==> src/rtl/ifid_stage.sv <==
// ifid_stage: IF/ID pipeline register with load-use hazard detection, fetch PC enable and branch squash.
// Defining IFID_PERF_CNT_EN adds saturating StallCnt/FlushCnt performance counter ports.
module ifid_stage (
   input  logic        Clk,
   input  logic        Clr,
   input  logic [31:0] Inst,
   input  logic [31:0] PC,
   input  logic        Flush,
   input  logic        ExtStall,
   input  logic        EX_MemRead,
   input  logic        EX_Valid,
   input  logic [4:0]  EX_Rt,
   output logic        PCEn,
   output logic        Bubble,
   output logic [31:0] ID_Inst,
   output logic [31:0] ID_PC,
   output logic [31:0] ID_PC4,
   output logic        ID_Valid,
   output logic [5:0]  Op,
   output logic [4:0]  Rs,
   output logic [4:0]  Rt,
   output logic [4:0]  Rd,
   output logic [4:0]  Shamt,
   output logic [5:0]  Funct,
   output logic [15:0] Imm,
   output logic [1:0]  State
`ifdef IFID_PERF_CNT_EN
   ,
   output logic [31:0] StallCnt,
   output logic [31:0] FlushCnt
`endif
);

   localparam logic [1:0] ST_RUN  = 2'd0;
   localparam logic [1:0] ST_HOLD = 2'd1;
   localparam logic [1:0] ST_KILL = 2'd2;

   logic [1:0]  state_reg;
   logic [1:0]  state_next;
   logic [31:0] inst_reg;
   logic [31:0] pc_reg;
   logic        valid_reg;
   logic        load_use;
   logic        hold;

   // A load in EX writing $0 never creates a dependency, and a dead ID slot never stalls.
   assign load_use = valid_reg & EX_Valid & EX_MemRead & (EX_Rt != 5'd0) &
                     ((EX_Rt == inst_reg[25:21]) | (EX_Rt == inst_reg[20:16]));
   assign hold     = load_use | ExtStall;

   always_ff @(posedge Clk) begin
      if (Clr) begin
         state_reg <= ST_RUN;
      end else begin
         state_reg <= state_next;
      end
   end

   always_comb begin
      state_next = ST_RUN;
      if (Flush) begin
         state_next = ST_KILL;
      end else if (hold) begin
         state_next = ST_HOLD;
      end
   end

   always_comb begin
      PCEn   = ~Clr & (Flush | ~hold);
      Bubble = load_use & ~Flush;
      State  = state_reg;
   end

   // Flush beats hold: the squashed slot becomes a NOP but still tracks the fetch PC.
   always_ff @(posedge Clk) begin
      if (Clr) begin
         inst_reg  <= 32'd0;
         pc_reg    <= 32'd0;
         valid_reg <= 1'b0;
      end else if (Flush) begin
         inst_reg  <= 32'd0;
         pc_reg    <= PC;
         valid_reg <= 1'b0;
      end else if (!hold) begin
         inst_reg  <= Inst;
         pc_reg    <= PC;
         valid_reg <= 1'b1;
      end
   end

   assign ID_Inst  = inst_reg;
   assign ID_PC    = pc_reg;
   assign ID_PC4   = pc_reg + 32'd4;
   assign ID_Valid = valid_reg;
   assign Op       = inst_reg[31:26];
   assign Rs       = inst_reg[25:21];
   assign Rt       = inst_reg[20:16];
   assign Rd       = inst_reg[15:11];
   assign Shamt    = inst_reg[10:6];
   assign Funct    = inst_reg[5:0];
   assign Imm      = inst_reg[15:0];

`ifdef IFID_PERF_CNT_EN
   logic [31:0] stall_cnt_reg;
   logic [31:0] flush_cnt_reg;

   always_ff @(posedge Clk) begin
      if (Clr) begin
         stall_cnt_reg <= 32'd0;
         flush_cnt_reg <= 32'd0;
      end else begin
         if (Flush && (flush_cnt_reg != 32'hFFFF_FFFF)) begin
            flush_cnt_reg <= flush_cnt_reg + 32'd1;
         end
         if (!Flush && hold && (stall_cnt_reg != 32'hFFFF_FFFF)) begin
            stall_cnt_reg <= stall_cnt_reg + 32'd1;
         end
      end
   end

   assign StallCnt = stall_cnt_reg;
   assign FlushCnt = flush_cnt_reg;
`endif

endmodule

==> config.mk <==
export PLATFORM = sky130hd
export DESIGN_NAME = ifid_stage
export DESIGN_NICKNAME = d
export VERILOG_FILES = /design/src/rtl/ifid_stage.sv
export SDC_FILE = /design/constraint.sdc
export NUM_CORES = 1
export LEC_CHECK = 0
export ABC_AREA = 1
export BUFFER_PORTS_ARGS = -buffer_cell sky130_fd_sc_hd__buf_2
export CAP_MARGIN = 40
export CORE_MARGIN = 4
export CORE_UTILIZATION = 39
export DETAILED_ROUTE_END_ITERATION = 12
export PLACE_DENSITY_LB_ADDON = 0.3
export REMOVE_ABC_BUFFERS = 1
export SYNTH_ARGS = -nofsm -noshare
export SYNTH_HDL_FRONTEND = slang
export SYNTH_SLANG_ARGS = --single-unit
==> constraint.sdc <==
create_clock -name Clk -period 1.99 [get_ports Clk]
set_input_delay 0.597 -clock Clk [delete_from_list [all_inputs] [get_ports Clk]]
set_output_delay 0.597 -clock Clk [all_outputs]
set_load 0.01 [all_outputs]
==> results.py <==
metrics = {
    "run_status": {
        "status": "complete, but fails checks",
        "violations": "negative setup slack",
    },
    "worst_hold_path": {
        "min_to": "ID_PC[30]",
        "min_from": "PC[30]",
        "hold_depth": 3,
        "hold_path_class": "input pin to register",
    },
    "layout": {
        "multi_input_area_um2": 2009,
        "diodes": 0,
        "nNetsFinal": 852,
        "fin_util_pct": 62.34,
        "drive_above_1_share_pct": 52.44,
        "ff_latch_area_um2": 1379,
        "fillers": 848,
        "area_growth_pct": 55.50,
    },
    "floorplan": {
        "core_area_um2": 9284,
        "die_area_um2": 11170,
        "num_rows": 35,
        "die-width_um": 105.7,
        "initial_core_util_pct": 40.09,
        "chipHeight_um": 105.7,
        "io_pins": 224,
    },
    "drt": {
        "vias_per_cell": 4.587,
        "drt_pass1_iterations": 4,
        "wl_um": 12640,
        "drt_iter0_drc": 190,
        "ant_nets": 0,
        "drc": 0,
        "routedWlPerCell_um": 13.91,
        "vias": 4170,
    },
    "power": {
        "power_per_cell_area_nw_per_um2": 605.0,
        "p_leak_nw": 3.277,
        "ir_worst_vdd_uv": 328.3,
    },
    "timing": {
        "finalHoldViolations": 0,
        "finalWorstSetupSlack_ps": -477.2,
        "hold_ws_ps": 462.6,
        "setup_viol": 28,
        "max_freq_ghz": 0.4053,
        "min_period_ps": 2467,
        "skew_ps": 11.50,
        "slew_violations": 0,
        "slew_headroom_pct": 69.81,
        "finalCritPeriodShare_pct": 124.0,
        "rsz0062_at_grt": "true",
        "worst_pin_slew_ps": 452.9,
    },
    "global_route": {
        "grt_pass1_wl_um": 19820,
        "grt_pass1_vias": 4135,
        "grt_max_degree": 43,
        "antenna_found_initial": 0,
        "gr-total-overflow": 0,
        "grtUsageTotal_pct": 21.83,
    },
    "placement": {
        "gp_congestion": 0.8458,
        "hpwl_um": 9469,
        "portBuffers": 223,
    },
    "worst_setup_path": {
        "cp-start-kind": "register",
        "ff2ff_setup_slack_ps": 200,
        "required_ps": 1390,
        "criticalPathCategory": "register to primary output",
        "critPathSlowestCell": "dfxtp_4",
        "reg2regPathDepth": 13,
        "slowest_delay_ps": 370,
        "path_cells": "ha_4 -> nand3_4 -> buf_4 -> nor3_4 -> buf_6 -> nand4_1 -> xnor2_1 -> buf_2",
        "rr_startpoint": "ID_Inst[16]",
        "reg2reg_to": "ID_PC[6]",
        "crit_fanout": 3,
        "critPathCaptureType": "primary output",
        "crit_arrival_ps": 1870,
    },
    "synth": {
        "syn_area_um2": 3722,
        "yosys_warnings": 0,
        "ys_seq_area_share_pct": 36.03,
        "synth_common_cells": "101 x nand2_1, 90 x nor2_1, 73 x nand3_1",
        "syn_area_per_cell_um2": 7.104,
        "synthMostInstantiatedCell": "nand2_1",
        "netlist_instances": 524,
        "synth_edf_count": 0,
        "netlist_top_cells_area": "dfxtp_1 36%, buf_4 10%, nand2_1 10%",
        "ys_types": 24,
        "yosys.area.top_type": "dfxtp_1",
        "async_flop_share_pct": 0,
        "synth_ff_type": "dfxtp_1",
        "ys_seq_elements": 67,
        "synth_top_area_share_pct": 36.03,
    },
    "clock_tree": {
        "path_clk_slew_ps": 90,
        "clkLatencyLatePin_ps": 350,
        "htree_levels": 3,
        "cts_tree": "yes",
        "cts.sinks": 67,
        "cts_inserted_buffers": 9,
        "cts_max_path_buffers": 2,
        "cts_root_buffer": "clkbuf_8",
    },
    "run": {
        "maxCapViolations": 0,
    },
}
-- through the flow --
| step | cells | setup TNS, ps | power [mW] | area [um^2] | setup slack, ps |
|---|---|---|---|---|---|
| 6_report | 909 | -8406 | 3.502 | 5788 | -477.2 |
| 5_1_grt | 909 | -11110 | 3.670 | 5788 | -547.9 |
| 4_1_cts | 903 | -8832 | 3.506 | 5579 | -503.2 |
| 3_5_place_dp | 875 | -14830 | 2.208 | 5049 | -282.8 |
| 3_3_place_gp | 875 | -13240 | 2.198 | 5049 | -256.0 |
| 2_1_floorplan | 452 | -50600 | 1.809 | 3206 | -981.6 |
-- report_power, final --
part	total, mW	internal (mW)	switching (mW)
logic	0.741	0.347	0.394
clock network	1.27	0.701	0.568
registers	1.49	1.42	0.0759
total	3.50	2.46	1.04
-- metal layers --
layer  routed length [um]  vias up  part of all wire (%)  GRT usage (%)
met1                 5155     1903                    41          25.24
met2                 6615      143                    52          40.39
li1                     -     2114                     -              -
met5                    0        -                     0              0
met4                  127        0                   1.0          6.198
met3                  743       10                   5.9          4.470
-- cell usage in the layout, fill, tap and decap left out, types with 2 or more instances in the layout --
cell type and n:
buf_12 2, buf_2 218, buf_4 78, buf_6 15, bufinv_16 2, clkbuf_8 9, clkinvlp_4 3, dfxtp_1 45
dfxtp_2 18, dfxtp_4 4, inv_1 28, inv_2 7, nand2_1 88, nand2_2 14, nand2_4 4, nand3_1 68
nand3_2 3, nand3_4 3, nand4_1 7, nor2_1 81, nor2_2 3, nor2_4 11, nor3_1 6, nor3_4 2
nor4_4 2, o21bai_1 22, xnor2_1 8, xnor2_2 5, xor2_1 17
-- area by class of cell --
| class | count | area share (%) |
|---|---|---|
| sequential | 67 | 23.82 |
| clock inverter | 6 | 1.578 |
| tap | 129 | 2.789 |
| multi-input combinational | 349 | 34.72 |
| clock buffer | 9 | 2.140 |
| timing repair buffer | 313 | 32.58 |
| inverter | 36 | 2.378 |
-- logic make-up (layout without fill, tap and decap cells) --
family,count (synthesis),after routing,synth area share (%)
flops,67,67,36.03
buf+inv,108,364,17.51
simple gates,295,295,34.49
xor+xnor,30,30,7.059
compound gates,23,23,4.571
fa+ha+maj,1,1,0.3361
-- worst max-delay path by stage --
stage                   from     endpoint  slack (ps)  cells past startpoint
detailed placement  EX_Rt[0]  ID_Inst[22]        -280                     14
global placement    EX_Rt[0]         PCEn        -260                     11
CTS                 ID_PC[2]   ID_PC4[30]        -500                     10
finish              ID_PC[3]   ID_PC4[26]        -480                      8
floorplan              Flush   ID_Inst[0]        -980                      4
global route        ID_PC[2]   ID_PC4[30]        -550                     10
-- repair_timing --
item	in CTS	in global routing
cloned	0	0
gates resized for setup	65	41
hold buffers	0	0
setup buffers	13	6
pin swaps	21	33
endpoints found under the setup margin	28	64
-- worst max-delay path, delay by kind of cell (launching register included) --
family | cells | cell delay (ps)
xor+xnor | 1 | 240
fa+ha+maj | 1 | 150
flops | 1 | 370
buf+inv | 3 | 440
simple gates | 3 | 320
-- flip-flops by register name, summed over array words and instances, names as in the netlist --
name	count
State	2
ID_Valid	1
ID_PC	32
ID_Inst	32
Power figures use the tool's default switching activity.
